## config.mk

```make
export PLATFORM = sky130hd
export DESIGN_NAME = seg_scan_driver
export DESIGN_NICKNAME = d
export VERILOG_FILES = /design/src/rtl/seg_scan_driver.sv
export SDC_FILE = /design/constraint.sdc
export NUM_CORES = 1
export LEC_CHECK = 0
export CAP_MARGIN = 25
export CORE_ASPECT_RATIO = 1.1
export CORE_UTILIZATION = 59
export CTS_BUF_LIST = sky130_fd_sc_hd__clkbuf_8
export CTS_CLUSTER_SIZE = 14
export DETAILED_ROUTE_END_ITERATION = 7
export PLACE_DENSITY = 0.87
export SYNTH_ARGS = -nofsm -noshare
export SYNTH_HDL_FRONTEND = slang
export SYNTH_SLANG_ARGS = --single-unit
```

## constraint.sdc

```tcl
create_clock -name clk -period 4.8 [get_ports clk]
set_input_delay 0.48 -clock clk [delete_from_list [all_inputs] [get_ports clk]]
set_output_delay 0.48 -clock clk [all_outputs]
set_load 0.05 [all_outputs]
```

## src/rtl/seg_scan_driver.sv

```systemverilog
// seg_scan_driver
//   Time-multiplexes four BCD digits (plus decimal points) onto a
//   common-anode 4-digit 7-segment display with shared segment lines.
//   Each digit slot lasts TICKS_PER_DIGIT cycles. The first BLANK_TICKS
//   cycles of a slot keep every anode off, which prevents ghosting.
//   Digits, dp and lz_en are snapshotted once per frame at the start of
//   slot 0, so the display never tears. blank_all is applied live.
//
// Ports
//   clk        system clock
//   rst        synchronous reset, active-high
//   digits     four BCD digits, [3:0] = digit 0 (rightmost)
//   dp_in      decimal-point request per digit, active-high
//   lz_en      leading-zero suppression enable
//   blank_all  forces the display dark while high
//   an         anode enables, active-low, an[i] drives digit i
//   seg        segments, active-low, seg[7] = dp, seg[6:0] = g..a
//   scan_idx   digit slot currently in progress
module seg_scan_driver #(
    parameter int unsigned TICKS_PER_DIGIT = 100000,
    parameter int unsigned BLANK_TICKS     = 1000
) (
    input  logic        clk,
    input  logic        rst,
    input  logic [15:0] digits,
    input  logic [3:0]  dp_in,
    input  logic        lz_en,
    input  logic        blank_all,
    output logic [3:0]  an,
    output logic [7:0]  seg,
    output logic [1:0]  scan_idx
);

    localparam int unsigned CW = (TICKS_PER_DIGIT > 1) ? $clog2(TICKS_PER_DIGIT) : 1;
    localparam logic [CW-1:0] TICK_LAST = CW'(TICKS_PER_DIGIT - 1);
    localparam logic [CW-1:0] TICK_SHOW = CW'(BLANK_TICKS);

    logic [CW-1:0] tick_cnt_q, tick_cnt_d;
    logic [1:0]    scan_idx_q, scan_idx_d;
    logic [3:0]    snap_dig_q [4];
    logic [3:0]    snap_dp_q;
    logic          snap_lz_q;
    logic [3:0]    an_q, an_d;
    logic [7:0]    seg_q, seg_d;

    logic          frame_start;
    logic [3:0]    sup;
    logic [3:0]    cur_dig;

    function automatic logic [6:0] decode7(input logic [3:0] v);
        logic [6:0] r;
        case (v)
            4'd0:    r = 7'b1000000;
            4'd1:    r = 7'b1111001;
            4'd2:    r = 7'b0100100;
            4'd3:    r = 7'b0110000;
            4'd4:    r = 7'b0011001;
            4'd5:    r = 7'b0010010;
            4'd6:    r = 7'b0000010;
            4'd7:    r = 7'b1111000;
            4'd8:    r = 7'b0000000;
            4'd9:    r = 7'b0010000;
            default: r = 7'b1111111;
        endcase
        return r;
    endfunction

    always_comb begin
        tick_cnt_d = tick_cnt_q + 1'b1;
        scan_idx_d = scan_idx_q;
        if (tick_cnt_q == TICK_LAST) begin
            tick_cnt_d = '0;
            scan_idx_d = scan_idx_q + 2'd1;
        end
    end

    assign frame_start = (tick_cnt_q == '0) && (scan_idx_q == 2'd0);

    // A digit is a leading zero only if it and every more-significant
    // digit are zero; the chain runs from digit 3 downwards.
    always_comb begin
        sup    = '0;
        sup[3] = snap_lz_q && (snap_dig_q[3] == 4'd0);
        sup[2] = sup[3] && (snap_dig_q[2] == 4'd0);
        sup[1] = sup[2] && (snap_dig_q[1] == 4'd0);
        sup[0] = 1'b0;
    end

    assign cur_dig = snap_dig_q[scan_idx_q];

    always_comb begin
        an_d  = '1;
        seg_d = '1;
        if (!blank_all && (tick_cnt_q >= TICK_SHOW)) begin
            an_d             = ~(4'b0001 << scan_idx_q);
            seg_d[7]         = ~snap_dp_q[scan_idx_q];
            seg_d[6:0]       = sup[scan_idx_q] ? 7'b1111111 : decode7(cur_dig);
        end
    end

    always_ff @(posedge clk) begin
        if (rst) begin
            tick_cnt_q <= '0;
            scan_idx_q <= '0;
            for (int unsigned i = 0; i < 4; i++) begin
                snap_dig_q[i] <= '0;
            end
            snap_dp_q  <= '0;
            snap_lz_q  <= 1'b0;
            an_q       <= '1;
            seg_q      <= '1;
        end else begin
            tick_cnt_q <= tick_cnt_d;
            scan_idx_q <= scan_idx_d;
            if (frame_start) begin
                for (int unsigned i = 0; i < 4; i++) begin
                    snap_dig_q[i] <= digits[4*i +: 4];
                end
                snap_dp_q <= dp_in;
                snap_lz_q <= lz_en;
            end
            an_q  <= an_d;
            seg_q <= seg_d;
        end
    end

    assign an       = an_q;
    assign seg      = seg_q;
    assign scan_idx = scan_idx_q;

endmodule

```

Word-level counts from Yosys, hierarchy flattened. Memory sizes are Yosys's and may differ from the RTL's. A register that Yosys moved wholly into a read port is not among the register bits. Index checks and enable logic that the tools add are counted.

Flip-flop bits (word level): 29. Output and inout port bits: 14. Memories: 2. Memory bits (writable): 16. ROM bits: 112. Input bits: 24.

Memory list: (name not given) (words 16, width 7, read ports 1, clocked after Yosys merged registers in 1, write ports 0, line 52) `case (v)`; snap_dig_q (words 4, width 4, read ports 4, clocked after Yosys merged registers in 1, write ports 4, line 40) `logic [3:0] snap_dig_q [4];`.

Order comparisons: 2. Equal/unequal tests: 1. Shift-type cells: 1. Reduce and logical (&&, ||, !) cells: 14. Muxes and demuxes: 15. Add/subtract/negate cells: 2. Bitwise gates (word level): 7.

Operators with widths (count): 17-bit by 1-bit adder with 17-bit output, second input constant (1); 17-bit equality test, second input constant (1); 17-bit by 10-bit greater-or-equal comparator with 1-bit output, second input constant (1); 17-bit logical NOT (1); 4-bit 2-to-1 mux (4); 4-bit logical NOT (3); 1-bit 2-to-1 mux (7); 1-bit logical AND (5); 1-bit binary-select mux with 2-bit select (2); 2-bit 2-to-1 mux (2); 4-bit NOT (1); 1-bit OR (4); 2-bit OR reduction (2); 1-bit by 2-bit left shift with 4-bit output, first input constant (1); 2-bit by 3-bit less-than comparator with 1-bit output, second input constant (1); 3-bit OR reduction (1); 2-bit by 1-bit adder with 2-bit output, second input constant (1); 2-bit logical NOT (1); 1-bit NOT (2); 1-bit logical NOT (1).

Depth between registers and ports, before layout. An unclocked memory read counts as a cell.

Word-level depth: 8. Depth in mapped cells: 7.

Worst setup path before layout. No wires, ideal clock.

Path kind: register to register. From: register tick_cnt_q[13]. To: memory snap_dig_q[0][0], enable pin. Clock period less this slack: 2.048 ns. Slack: 2.752 ns. Data arrival time: 1.684 ns. Cell stages (with the launch flop): 5. Path through: dfxtp_1 > or3_1 > or2_2 > o31a_1 > inv_1.

RTL lines: start, declared (line 38) `logic [CW-1:0] tick_cnt_q, tick_cnt_d;`; start signal, assigned (line 113) `tick_cnt_q <= tick_cnt_d;`; end, declared (line 40).

==> results.md <==
* Final setup vio count at 0
* Design Power at 854.5 uW
* Number of nets in the layout at 299
* EDFF count, synth at 16
* Fin Hold WS at 0.4714 ns
* Filler cells at around 270
* Asr flop ratio synth at 0
* CTS Root Buffer Type: clkbuf_8
* Synthesis-to-finish area growth at 20.85%
* Largest net degree at the start of global routing at 22
* CTS tree: yes
* H-tree depth at 2
* Initial Util at 0.6148
* Yosys top cell by area: dfxtp_1
* Post-synthesis cell area at about 2400 um^2
* First-pass GRT wire length at 7.396 mm
* Endpoints failing hold at 0
* Ys flop type: dfxtp_1
* Port Buffers at 37
* CP Data Required Time at 4.75 ns
* Hpwl dp at 3.178 mm
* Routability Congestion at 0.8343
* Post-Syn Area per Cell at 10.70 um^2
* Worst reg-to-reg setup slack at roughly 2.5 ns
* Share of cells above drive strength 1 at 0.07925
* Simple-gate share of the synthesized area at 0.2028
* CP Class: flip-flop to flip-flop
* Main combinational cell family by area after synthesis: simple AND/OR/NAND/NOR gates
* Hold_buf cts at 0
* Total GRT Usage at 0.2207
* Routed WL at 4.308 mm
* Slowest cell on crit path: inv_1
* N_diodes at 0
* VDD IR max at 0.2195 mV
* Seq/Total Area, Yosys at 0.5132
* Period utilization at 0.4773
* Placed cells at 308
* Clock Sink Count at 54
* Num CTS Buffers at 5
* I/O Pins at 38
* Post-Synth Adder-Cell Area at 0.05691
* Initial antenna violation count at 0
* Compound-Gate Fraction of Synth Area at 0.09984
* Least-Margin Pin Slew at 0.5706 ns
* Dpl ws at between 2 and 2.5 ns
* Avg WL per Cell at 13.59 um
* #FFs+latches synth at 54
* Clk pin slew, worst setup/hold paths at 0.09 ns
* Iter 0 DRT Violations at 87
* Relative slew margins at 0.6097
* Clock latency on the worst-skew pair at 0.31 ns
* Most frequent cell after synthesis: dfxtp_1
* Net count after synthesis at 261
* F_max at 436.5 MHz
* Grt total ovfl at 0
* Power density cells at 292.4 nW/um^2
* Yosys top cell area share at 0.3145
* Drt pass-1 iters at 4
* Most frequent cells after synthesis: 38 x dfxtp_1, 17 x and2_1, 16 x edfxtp_1
* Placeable core area at 3934 um^2
* DR vias/cell at around 5.5
* Crit path buf inv count at 1
* Status: finished clean
* Fin Setup TNS at 0 ns
* Setup crit end kind: flip-flop
* # resized after CTS at 0
* Post-Synth XOR/XNOR Area at 0.03259
* Leakage at about 0.0011 uW
* Worst path max stage delay at around 0.47 ns
* Site row count at 24
* Synth warn at 0
* Critical Path Fanout Max at 16
* Die ar. at about 4400 um^2
* Area contributors post-synth: dfxtp_1 31%, edfxtp_1 20%, ha_1 5.7%
* DRC Markers at 0
* CP Cell Sequence: or3_1 > or2_2 > o31a_1 > inv_1
* Fin. max-slew vios at 0
* Syn Inst Count at 226
* Max-capacitance violation count at 0
* DIE HEIGHT at 69.15 um
* Critical Path Source Type: flip-flop
* DR vias at 1757
* Unrepaired setup endpoints after global routing: false
* Synth unique cells at 37
* Worst hold-check path type: flip-flop to flip-flop
* Final WS setup at between 2 and 3 ns
* Longest Clk Path Bufs at 2
* Clock skew at 0.007235 ns
* Proportion of synthesized area in mux cells at 0.05949
* Vias in the first global route at 1616
* Post-route ant nets at 0
* Die W at 63.05 um
* Largest delay share family, worst path: simple AND/OR/NAND/NOR gates
* Arrival time at the worst endpoint at 2.24 ns
* Minimum clock period at 2.291 ns
* Post-Layout Cell Count at 317
* Setup Buffers After CTS at 0
## state kept, by name, summed over array words and instances, names as in the netlist, named ones only
register    flops
scan_idx        2
snap_dig_q     16
seg             8
an              4
snap_lz_q       1
snap_dp_q       4
tick_cnt_q     17
## per-stage QoR
stage | util | area (um^2)
after floorplan | - | 2419
after global placement | 0.7188 | 2828
after detailed placement | 0.7188 | 2828
after CTS | 0.7417 | 2918
after global routing | 0.7430 | 2923
final | 0.7430 | 2923
## worst paths after layout
path	depth (start not counted)	end	from
max	4	snap_dig_q[1][3]	tick_cnt_q[13]
max reg2reg	4	snap_dig_q[1][3]	tick_cnt_q[13]
min reg2reg	1	tick_cnt_q[0]	tick_cnt_q[0]
min	1	tick_cnt_q[0]	tick_cnt_q[0]
## per-layer routing
metal	vias up	share of wire	global-route usage
met1	802	0.47	0.3016
met3	6	0.048	0.04636
li1	895	-	-
met4	0	0.013	0.1059
met5	-	0	0
met2	54	0.47	0.3321
## layout by cell type, fill, tap and decap left out, types with 2 or more instances in the layout
cell type / netlist / final
nor4_1: 5 / 4
or4_1: 3 / 3
o31ai_1: 3 / 3
edfxtp_1: 16 / 16
xor2_1: 8 / 8
or4_4: 2 / 2
mux4_2: 5 / 5
nand3_1: 15 / 15
o21a_1: 2 / 2
nand4_1: 7 / 7
and3_1: 2 / 2
o21ai_0: 9 / 9
clkdlybuf4s50_1: 0 / 37
dfxtp_1: 38 / 38
ha_1: 11 / 11
or3_1: 6 / 6
mux2i_1: 2 / 2
a21oi_1: 13 / 13
nand2_1: 11 / 11
clkbuf_8: 0 / 5
inv_1: 12 / 12
and2_1: 17 / 17
a22o_1: 5 / 5
and4_1: 3 / 3
nor2_1: 12 / 12
## power by group
part | switching (uW) | total (uW) | internal, uW
Combinational | 46.8 | 96.5 | 49.7
Clock | 146 | 248 | 103
Sequential | 13.4 | 510 | 496
## worst reg2reg max path, delay by kind of cell (launching register included)
family	cells	cell delay, ns
AOI/OAI and AO/OA	1	0.33
buffers and inverters	1	0.47
DFF	1	0.36
and+or+nand+nor	2	0.78
## layout make-up
cell class	instances	area [um^2]	share of cell area
flip-flops and latches	54	1241	0.4247
multi-input cells	152	1099	0.3759
repair buffers	39	382.9	0.1310
clock buffers	5	68.82	0.02354
well taps	52	65.06	0.02226
inverters	12	45.04	0.01541
clock inverters	3	21.27	0.007277
## cell families after synthesis
family,Yosys count
flops,54
buf+inv,20
xor+xnor,9
simple gates,87
fa+ha+maj,11
compound gates,37
mux,8
Note: power is estimated with default switching activity, not from simulation.
